**src/rtl/red_pitaya_adc_pkg.sv**
```systemverilog
// Shared constants and helpers for the Red Pitaya ADC receive path.
// Code conversion from the ADC's inverted-magnitude format and lane saturation.
package red_pitaya_adc_pkg;

    localparam int LANE_W  = 16;
    localparam int ADC_W   = 14;
    localparam int RATIO_W = 16;
    localparam int ACC_W   = ADC_W + RATIO_W;

    localparam logic signed [ACC_W-1:0] LANE_MAX = ACC_W'(32767);
    localparam logic signed [ACC_W-1:0] LANE_MIN = ACC_W'(-32768);

    function automatic logic signed [ADC_W-1:0] adc_to_signed(
        input logic [ADC_W-1:0] raw
    );
        return {raw[ADC_W-1], ~raw[ADC_W-2:0]};
    endfunction

    function automatic logic [LANE_W-1:0] sat16(
        input logic signed [ACC_W-1:0] sum,
        input logic [4:0]              sh
    );
        logic signed [ACC_W-1:0] s;
        s = sum >>> sh;
        if (s > LANE_MAX) return 16'h7FFF;
        if (s < LANE_MIN) return 16'h8000;
        return s[LANE_W-1:0];
    endfunction

endpackage

```
**src/rtl/axis_fifo2.sv**
```systemverilog
// Two-entry AXI4-Stream output buffer.
// Push is pre-qualified by the parent; simultaneous push and pop on full is legal.
module axis_fifo2 #(
    parameter int W = 32
) (
    input  logic         aclk,
    input  logic         aresetn,
    input  logic         push,
    input  logic [W-1:0] push_data,
    output logic         full,
    input  logic         pop,
    output logic [W-1:0] m_axis_tdata,
    output logic         m_axis_tvalid
);

    logic [W-1:0] mem [2];
    logic         wr_ptr;
    logic         rd_ptr;
    logic [1:0]   count;

    always_ff @(posedge aclk or negedge aresetn) begin
        if (!aresetn) begin
            mem[0] <= '0;
            mem[1] <= '0;
            wr_ptr <= 1'b0;
            rd_ptr <= 1'b0;
            count  <= 2'd0;
        end else begin
            if (push) begin
                mem[wr_ptr] <= push_data;
                wr_ptr      <= ~wr_ptr;
            end
            if (pop)
                rd_ptr <= ~rd_ptr;
            count <= count + {1'b0, push} - {1'b0, pop};
        end
    end

    assign full          = (count == 2'd2);
    assign m_axis_tvalid = (count != 2'd0);
    assign m_axis_tdata  = mem[rd_ptr];

endmodule

```
**src/rtl/axis_red_pitaya_adc_decim.sv**
```systemverilog
// Red Pitaya ADC capture: pin registers, code conversion, boxcar decimator,
// shift-saturate and a 2-entry AXI4-Stream output buffer with drop status.
module axis_red_pitaya_adc_decim
    import red_pitaya_adc_pkg::*;
#(
    parameter int ADC_DATA_WIDTH   = 14,
    parameter int AXIS_TDATA_WIDTH = 32,
    parameter int RATIO_WIDTH      = 16
) (
    input  logic                        aclk,
    input  logic                        aresetn,
    input  logic [ADC_DATA_WIDTH-1:0]   adc_dat_a,
    input  logic [ADC_DATA_WIDTH-1:0]   adc_dat_b,
    output logic                        adc_csn,
    input  logic                        cfg_enable,
    input  logic [RATIO_WIDTH-1:0]      cfg_ratio,
    input  logic [4:0]                  cfg_shift,
    output logic [AXIS_TDATA_WIDTH-1:0] m_axis_tdata,
    output logic                        m_axis_tvalid,
    input  logic                        m_axis_tready,
    output logic [15:0]                 sts_drops,
    output logic                        sts_overrun
);

    localparam int AW = ADC_DATA_WIDTH + RATIO_WIDTH;

    logic [ADC_DATA_WIDTH-1:0]        raw_a;
    logic [ADC_DATA_WIDTH-1:0]        raw_b;
    logic                             raw_vld;
    logic signed [ADC_DATA_WIDTH-1:0] conv_a;
    logic signed [ADC_DATA_WIDTH-1:0] conv_b;
    logic [RATIO_WIDTH-1:0]           cnt;
    logic [RATIO_WIDTH-1:0]           n_q;
    logic [RATIO_WIDTH-1:0]           n_cur;
    logic                             last;
    logic signed [AW-1:0]             acc_a;
    logic signed [AW-1:0]             acc_b;
    logic signed [AW-1:0]             sum_a;
    logic signed [AW-1:0]             sum_b;
    logic signed [AW-1:0]             res_a;
    logic signed [AW-1:0]             res_b;
    logic                             res_vld;
    logic                             s3_vld;
    logic [AXIS_TDATA_WIDTH-1:0]      s3_data;
    logic                             full;
    logic                             pop;
    logic                             push;
    logic                             drop;

    assign adc_csn = 1'b1;

    // raw_vld keeps the reset-cleared pin registers out of the first block
    always_ff @(posedge aclk or negedge aresetn) begin
        if (!aresetn) begin
            raw_a   <= '0;
            raw_b   <= '0;
            raw_vld <= 1'b0;
        end else begin
            raw_a   <= adc_dat_a;
            raw_b   <= adc_dat_b;
            raw_vld <= 1'b1;
        end
    end

    always_comb begin
        conv_a = adc_to_signed(raw_a);
        conv_b = adc_to_signed(raw_b);
        sum_a  = acc_a + AW'(conv_a);
        sum_b  = acc_b + AW'(conv_b);
        n_cur  = n_q;
        if (cnt == '0)
            n_cur = (cfg_ratio == '0) ? RATIO_WIDTH'(1) : cfg_ratio;
        last = (cnt == n_cur - RATIO_WIDTH'(1));
    end

    always_ff @(posedge aclk or negedge aresetn) begin
        if (!aresetn) begin
            cnt     <= '0;
            n_q     <= '0;
            acc_a   <= '0;
            acc_b   <= '0;
            res_a   <= '0;
            res_b   <= '0;
            res_vld <= 1'b0;
        end else begin
            res_vld <= 1'b0;
            if (raw_vld && cfg_enable) begin
                n_q <= n_cur;
                if (last) begin
                    res_a   <= sum_a;
                    res_b   <= sum_b;
                    res_vld <= 1'b1;
                    acc_a   <= '0;
                    acc_b   <= '0;
                    cnt     <= '0;
                end else begin
                    acc_a <= sum_a;
                    acc_b <= sum_b;
                    cnt   <= cnt + RATIO_WIDTH'(1);
                end
            end else begin
                acc_a <= '0;
                acc_b <= '0;
                cnt   <= '0;
            end
        end
    end

    always_ff @(posedge aclk or negedge aresetn) begin
        if (!aresetn) begin
            s3_vld  <= 1'b0;
            s3_data <= '0;
        end else begin
            s3_vld <= res_vld;
            if (res_vld)
                s3_data <= {sat16(res_b, cfg_shift), sat16(res_a, cfg_shift)};
        end
    end

    assign pop  = m_axis_tvalid & m_axis_tready;
    assign push = s3_vld & (~full | pop);
    assign drop = s3_vld & full & ~pop;

    always_ff @(posedge aclk or negedge aresetn) begin
        if (!aresetn) begin
            sts_drops   <= '0;
            sts_overrun <= 1'b0;
        end else if (drop) begin
            sts_overrun <= 1'b1;
            if (sts_drops != 16'hFFFF)
                sts_drops <= sts_drops + 16'd1;
        end
    end

    axis_fifo2 #(
        .W (AXIS_TDATA_WIDTH)
    ) u_fifo (
        .aclk          (aclk),
        .aresetn       (aresetn),
        .push          (push),
        .push_data     (s3_data),
        .full          (full),
        .pop           (pop),
        .m_axis_tdata  (m_axis_tdata),
        .m_axis_tvalid (m_axis_tvalid)
    );

endmodule
```
**config.mk**
```make
export PLATFORM = sky130hd
export DESIGN_NAME = axis_red_pitaya_adc_decim
export DESIGN_NICKNAME = d
export VERILOG_FILES = /design/src/rtl/red_pitaya_adc_pkg.sv /design/src/rtl/axis_fifo2.sv /design/src/rtl/axis_red_pitaya_adc_decim.sv
export SDC_FILE = /design/constraint.sdc
export NUM_CORES = 1
export LEC_CHECK = 0
export ABC_CLOCK_PERIOD_IN_PS = 8300
export CORE_UTILIZATION = 47
export DETAILED_ROUTE_END_ITERATION = 16
export GPL_TIMING_DRIVEN = 1
export PLACE_DENSITY = 0.68
export SYNTH_ARGS = -nofsm -noshare
export SYNTH_HDL_FRONTEND = slang
export SYNTH_SLANG_ARGS = --single-unit
```
**constraint.sdc**
```tcl
create_clock -name aclk -period 8.3 [get_ports aclk]
set_input_delay 1.66 -clock aclk [delete_from_list [all_inputs] [get_ports aclk]]
set_output_delay 1.66 -clock aclk [all_outputs]
set_load 0.01 [all_outputs]
```
==> results of run 1 <==
## worst max-delay path, delay by kind of cell
family | cells | cell delay [ns]
buf+inv | 2 | 1.04
simple gates | 6 | 2.09
compound gates | 4 | 0.82
mux | 2 | 0.53
fa+ha+maj | 1 | 0.34
## path summary, 6_finish.rpt
kind | cells after the start | to | slack, ns | startpoint
setup / recovery | 15 | acc_a[15]$_DFF_PN0_ | 2.19 | cfg_ratio[8]
hold / removal | 1 | sts_overrun$_DFFE_PN0P_ | 0.47 | sts_overrun$_DFFE_PN0P_
setup reg to reg | 16 | acc_a[15]$_DFF_PN0_ | 2.82 | cnt[0]$_DFF_PN0_
hold reg to reg | 1 | sts_overrun$_DFFE_PN0P_ | 0.47 | sts_overrun$_DFFE_PN0P_
max in group asynchronous | 2 | res_a[21]$_DFFE_PN0P_ | 5.83 | aresetn
min in group asynchronous | 1 | sts_drops[8]$_DFFE_PN0P_ | 1.10 | aresetn
## power by group through the flow
stage	clock network, mW	logic [mW]	registers [mW]
finish	1.54	0.654	1.56
global route	1.65	0.727	1.56
CTS	1.59	0.656	1.56
detailed placement	0	0.653	1.58
global placement	0	0.642	1.58
floorplan	0	0.479	1.57
## per-layer routing
layer	GRT usage (%)	routed length [um]	vias up
li1	-	-	6565
met3	2.87	1690	60
met4	6.58	860	0
met1	28.8	18800	6635
met2	33.2	18200	308
met5	0	0	-
## flip-flops by register name, summed over array words and instances (netlist names), 2 cells and up
name / count
sts_drops: 16
acc_a: 30
acc_b: 30
res_a: 30
s3_data: 32
u_fifo.mem: 64
res_b: 30
u_fifo.count: 2
n_q: 16
raw_a: 14
raw_b: 14
cnt: 16
## metrics by stage
| step | setup WS, ns | std cells | utilization (%) |
|---|---|---|---|
| after global routing | 1.72 | 2418 | 54.8 |
| after CTS | 2.18 | 2418 | 54.8 |
| final | 2.19 | 2418 | 54.8 |
| after global placement | 1.78 | 2356 | 51.8 |
| after detailed placement | 1.63 | 2356 | 51.8 |
| after floorplan | 3.44 | 1812 | - |
## cell type report
| type | count | area share, % |
|---|---|---|
| multi-input cells | 1309 | 47.5 |
| flip-flops and latches | 300 | 36.1 |
| repair buffers | 120 | 5.59 |
| clock buffers | 46 | 4.90 |
| well taps | 511 | 3.07 |
| inverters | 116 | 2.09 |
| clock inverters | 16 | 0.698 |
## cell usage in the layout (no fill, tap or decap), types with 5 or more instances in the layout
| cell | n |
|---|---|
| a211oi_1 | 16 |
| a21o_1 | 13 |
| a21oi_1 | 93 |
| a31oi_1 | 8 |
| and2_1 | 7 |
| and3_1 | 17 |
| buf_4 | 17 |
| clkbuf_16 | 37 |
| clkbuf_8 | 6 |
| clkdlybuf4s50_1 | 99 |
| clkinv_2 | 9 |
| dfrtp_1 | 300 |
| ha_1 | 64 |
| inv_1 | 113 |
| mux2_1 | 5 |
| mux2_2 | 120 |
| mux2i_1 | 115 |
| mux4_2 | 38 |
| nand2_1 | 144 |
| nand2b_1 | 15 |
| nand3_1 | 40 |
| nand4_1 | 11 |
| nor2_1 | 195 |
| nor2b_1 | 12 |
| nor3_1 | 25 |
| nor3b_1 | 5 |
| nor4_1 | 6 |
| o211a_1 | 7 |
| o211ai_1 | 9 |
| o21a_1 | 8 |
| o21ai_0 | 73 |
| o21ai_1 | 5 |
| o21bai_1 | 10 |
| o22a_1 | 30 |
| o31ai_1 | 9 |
| or3_1 | 8 |
| or4_1 | 6 |
| xnor2_1 | 56 |
| xor2_1 | 49 |
## kinds of logic after synthesis
kind of cell / Yosys count / share of synthesized area (%)
mux: 278 / 18.7
fa+ha+maj: 66 / 4.61
compound gates: 334 / 12.0
other cells: 1 / 0.0206
simple gates: 524 / 13.7
flops: 300 / 41.1
buf+inv: 203 / 4.76
xor+xnor: 105 / 5.04
==> flow_metrics.py, run 1 <==
metrics = {
    "critical_path": {
        "crit_chain": "clkdlybuf4s50_1 -> nor4_4 -> nand4b_1 -> o311ai_1 -> o21ai_1 -> ha_1 -> nor3b_1 -> mux2i_1 -> a21boi_0 -> mux4_2 -> o21ai_1 -> or4_4 -> nand3_2 -> buf_4 -> nor2_1",
        "crit_top_cell": "o21ai_1",
        "crit_fanout": 43,
        "critPathMaxStageDelay_ns": 0.66,
        "end_kind": "register",
        "slowest_stage": "nand3_2",
        "cp.arrival_ns": 6.50,
        "worstPathRequired_ns": 8.69,
        "worstSetupPathType": "in -> reg",
        "start_kind": "primary input",
    },
    "route": {
        "wl_per_cell_um": 16.4,
        "via_per_inst": 5.61,
        "via_count": 13568,
        "ant_nets": 0,
        "drcViolationCount": 0,
        "first_pass_iters": 5,
        "wl_um": 39600,
        "drtIter0Drc": 754,
    },
    "hold_path": {
        "min_path_type": "reg -> reg",
    },
    "sta": {
        "holdWs_ns": 0.470,
        "slew_violations": 0,
        "fin_skew_ns": 0.0211,
        "fin_crit_ns": 6.11,
        "clock.fmax_mhz": 164,
        "post-route-period-util_pct": 73.7,
        "tightest_slew_ns": 1.16,
        "slew_headroom_pct": 22.2,
        "tns_ns": 0,
        "setup-violations-final": 0,
        "rsz0062_at_grt": "no",
        "hold_viol_final": 0,
    },
    "synth": {
        "synth-seq-area-share_pct": 41.1,
        "synth_top_area_share_pct": 41.1,
        "synth_seq_cells": 300,
        "yosys-top-cells-area": "dfrtp_1 (41%), mux2_2 (7.4%), mux2i_1 (6.3%)",
        "synth_area_leader_cell": "dfrtp_1",
        "synth_flop_cell": "dfrtp_1",
        "yosysWarnings": 0,
        "synth_edf_count": 0,
        "yosysUniqueCellTypes": 84,
        "syn_area_mm2": 0.0182,
        "syn_avg_cell_area_um2": 10.1,
        "synth_common_cells": "dfrtp_1 (300), nor2_1 (196), nand2_1 (145)",
        "post-synth-top-count-cell": "dfrtp_1",
        "syn_inst": 1811,
        "ys_async_sr_fraction_pct": 100,
    },
    "place": {
        "place_hpwl_um": 28200,
        "gp_congestion": 0.934,
        "io_buffers": 102,
        "placed_area_mm2": 0.0196,
    },
    "clock_network": {
        "hold_buffers": 0,
        "htree_levels": 2,
        "cts_setup_buffers": 0,
        "root_buffer": "clkbuf_16",
        "clkTransAtPathRegs_ns": 0.06,
        "cts_made_buffers": 36,
        "cts.sink_count": 300,
        "clock_latency_ns": 0.54,
        "cts_resized": 0,
        "clockBufferDepth": 3,
        "cts_tree": "yes",
    },
    "floorplan": {
        "coreArea_mm2": 0.0379,
        "ios": 104,
        "rows": 71,
        "start_util_pct": 48.1,
        "die_y_um": 199,
        "die-area_mm2": 0.0396,
        "die_width_um": 199,
    },
    "final_layout": {
        "final_cell_area_mm2": 0.0208,
        "multi_input_area_mm2": 0.00989,
        "nFillCells": 3393,
        "syn_to_final_growth_pct": 14.0,
        "drive_gt1_share_pct": 13.7,
        "final_nets": 2002,
        "antenna_cells": 0,
        "seqCellArea_mm2": 0.00751,
    },
    "power": {
        "leakagePower_nw": 9.56,
        "power.share.switching_pct": 27.5,
        "comb_power_share_pct": 17.4,
        "p_sw_mw": 1.03,
        "pwr-share-clk_pct": 41.1,
        "internal-power_mw": 2.72,
        "peakVddDrop_mv": 0.132,
        "power_per_cell_area_mw_per_mm2": 180,
        "total_power_mw": 3.75,
        "pwr-share-seq_pct": 41.4,
    },
    "global_route": {
        "grt.overflow.total": 0,
        "grt_pass1_vias": 13377,
        "grt_pass1_wl_um": 66800,
        "grt_max_degree": 151,
        "antenna_found_initial": 0,
        "track_usage_pct": 20.7,
    },
    "outcome": {
        "status": "finished, final reports clean",
    },
    "job": {
        "cap_violations": 0,
    },
}
No activity file was read; power rests on OpenSTA's default activity.
==> run 2: changes to the inputs <==
--- a/config.mk
+++ b/config.mk
@@ -5,11 +5,11 @@
 export SDC_FILE = /design/constraint.sdc
 export NUM_CORES = 1
 export LEC_CHECK = 0
-export ABC_CLOCK_PERIOD_IN_PS = 8300
+export ABC_CLOCK_PERIOD_IN_PS = 5200
 export CORE_UTILIZATION = 47
 export DETAILED_ROUTE_END_ITERATION = 16
 export GPL_TIMING_DRIVEN = 1
-export PLACE_DENSITY = 0.68
+export PLACE_DENSITY = 0.71
 export SYNTH_ARGS = -nofsm -noshare
 export SYNTH_HDL_FRONTEND = slang
 export SYNTH_SLANG_ARGS = --single-unit
==> constraint.sdc (replaced) <==
create_clock -name aclk -period 5.2 [get_ports aclk]
set_input_delay 1.04 -clock aclk [delete_from_list [all_inputs] [get_ports aclk]]
set_output_delay 1.04 -clock aclk [all_outputs]
set_load 0.01 [all_outputs]
==> run 2 against run 1 <==
Total power increased by 58%. Critical path depth rose by 1. Clock power increased by 56%. Die area did not move. Worst setup slack lost 1.6 ns. Via count up 0.83%. Sequential power is 59% higher. Utilization increased by 0.35 points. Clock skew shrank 0.0055 ns. Hold slack worse by 0.0062 ns. Design area is 0.63% higher. Count of clock-buffer cells in the layout unchanged. Largest cell class unchanged.
==> flow_metrics.py, run 2 (same netlist as run 1, synthesis figures left out) <==
metrics = {
    "outcome": {
        "status": "finished, final reports clean",
    },
    "power": {
        "total_power_mw": 5.95,
        "leakagePower_nw": 9.63,
        "peakVddDrop_mv": 0.214,
        "power_per_cell_area_mw_per_mm2": 284,
    },
    "job": {
        "cap_violations": 0,
    },
    "final_layout": {
        "syn_to_final_growth_pct": 14.7,
        "top_register": "u_fifo.mem",
        "antenna_cells": 0,
        "final_nets": 2016,
        "layout_common_cells": "dfrtp_1 (300), nor2_1 (195), nand2_1 (145)",
        "final_common_cell": "dfrtp_1",
        "largest_reg_flops": 64,
        "final_cell_area_mm2": 0.0209,
        "drive_gt1_share_pct": 14.1,
        "reg.largest.list": "u_fifo.mem (64), s3_data (32)",
        "finish.utilization_pct": 55.2,
    },
    "floorplan": {
        "die_y_um": 199,
        "ios": 104,
        "rows": 71,
        "die-area_mm2": 0.0396,
        "die_width_um": 199,
        "coreArea_mm2": 0.0379,
        "start_util_pct": 48.1,
    },
    "critical_path": {
        "slowest_stage": "or4_4",
        "crit_fanout": 16,
        "cp.arrival_ns": 5.04,
        "worstPathRequired_ns": 5.63,
        "worstRegToRegCells": 17,
        "worst-path-stages": 16,
        "crit_chain": "clkdlybuf4s50_1 -> nor4_4 -> nand4b_1 -> o311ai_1 -> o21ai_1 -> ha_1 -> nand3b_1 -> nor3_1 -> a21oi_1 -> mux2i_1 -> o2111ai_1 -> or4_4 -> nor2_4 -> buf_12 -> buf_4 -> mux2i_1",
        "cp-startpoint": "cfg_ratio[9]",
        "r2r_end": "res_a[22]$_DFFE_PN0P_",
        "start_kind": "primary input",
        "cp-endpoint": "res_a[22]$_DFFE_PN0P_",
        "worstSetupPathType": "in -> reg",
        "crit_top_cell": "mux2i_1",
        "r2r_start": "cnt[0]$_DFF_PN0_",
        "cp_top_family": "simple AND/OR/NAND/NOR gates",
        "end_kind": "register",
        "rrSetupSlack_ns": 0.90,
        "crit_buf_inv": 3,
        "critPathMaxStageDelay_ns": 0.60,
    },
    "clock_network": {
        "clkTransAtPathRegs_ns": 0.06,
        "cts_setup_buffers": 0,
        "root_buffer": "clkbuf_16",
        "clock_latency_ns": 0.52,
        "cts_resized": 0,
        "cts.sink_count": 300,
        "cts_tree": "yes",
        "clockBufferDepth": 3,
        "cts_made_buffers": 34,
        "htree_levels": 2,
        "hold_buffers": 0,
    },
    "route": {
        "ant_nets": 0,
        "via_per_inst": 5.63,
        "via_count": 13680,
        "wl_per_cell_um": 16.5,
        "first_pass_iters": 5,
        "wl_um": 40200,
        "met2_length_um": 19200,
        "drt-met1-wl_um": 18800,
        "dr_wl_met3_um": 1620,
        "drcViolationCount": 0,
        "drtIter0Drc": 637,
        "top_layer": "met4",
    },
    "sta": {
        "slew_violations": 0,
        "hold_viol_final": 0,
        "slew_headroom_pct": 22.9,
        "holdWs_ns": 0.464,
        "tns_ns": 0,
        "fin_crit_ns": 4.61,
        "clock.fmax_mhz": 217,
        "rsz0062_at_grt": "no",
        "setup-violations-final": 0,
        "post-route-period-util_pct": 88.6,
        "fin_skew_ns": 0.0156,
        "tightest_slew_ns": 1.16,
    },
    "hold_path": {
        "min_path_type": "reg -> reg",
        "hold_path_depth": 1,
    },
    "place": {
        "gp_congestion": 0.908,
        "io_buffers": 102,
        "placed_area_mm2": 0.0198,
        "place_hpwl_um": 29100,
    },
    "global_route": {
        "grt.overflow.total": 0,
        "grt_pass1_wl_um": 67800,
        "grt_max_degree": 109,
        "track_usage_pct": 21.0,
        "grt_pass1_vias": 13591,
        "antenna_found_initial": 0,
    },
}
-- run 2: power breakdown --
part           leakage (nW)  internal, mW  switching, mW  total, mW
logic                  5.32         0.443          0.613       1.06
registers              3.76          2.42         0.0621       2.48
clock network         0.552          1.45          0.962       2.41
total                  9.63          4.31           1.64       5.95
-- run 2: final cells by class --
cell class	count	area, um2
Clock buffer	46	957
Clock inverter	14	159
Fill cell	3359	17000
Inverter	116	435
Multi-Input combinational cell	1309	9890
Sequential cell	300	7510
Tap cell	511	639
Timing Repair Buffer	136	1350
-- run 2: metal layers --
| layer | vias up | GRT usage (%) |
|---|---|---|
| li1 | 6606 | - |
| met1 | 6733 | 28.7 |
| met2 | 294 | 35.0 |
| met3 | 47 | 2.81 |
| met4 | 0 | 5.04 |
| met5 | - | 0 |
-- run 2: worst min-delay path by stage --
stage                     slack (ns)                    start                 endpoint
after detailed placement        0.45  sts_overrun$_DFFE_PN0P_  sts_overrun$_DFFE_PN0P_
after global routing            0.51  sts_overrun$_DFFE_PN0P_  sts_overrun$_DFFE_PN0P_
after CTS                       0.47  sts_overrun$_DFFE_PN0P_  sts_overrun$_DFFE_PN0P_
final                           0.46  sts_overrun$_DFFE_PN0P_  sts_overrun$_DFFE_PN0P_
after floorplan                 0.35        res_vld$_DFF_PN0_         s3_vld$_DFF_PN0_
after global placement          0.45  sts_overrun$_DFFE_PN0P_  sts_overrun$_DFFE_PN0P_
-- run 2: metrics by stage --
step,worst slack [ns],cells
after floorplan,0.958,1812
after global placement,0.199,2372
after detailed placement,0.111,2372
after CTS,0.639,2432
after global routing,0.384,2432
final,0.594,2432
-- run 2: worst reg2reg max path: stages, from the launching register on --
cell,delay (ns)
dfrtp_1,0.46
inv_1,0.09
ha_1,0.14
nor4b_4,0.33
and4_1,0.30
buf_4,0.26
o21ai_1,0.15
ha_1,0.30
nand3b_1,0.18
nor3_1,0.06
a21oi_1,0.18
mux2i_1,0.22
o2111ai_1,0.17
or4_4,0.60
nor2_4,0.12
buf_12,0.18
buf_4,0.24
mux2i_1,0.22
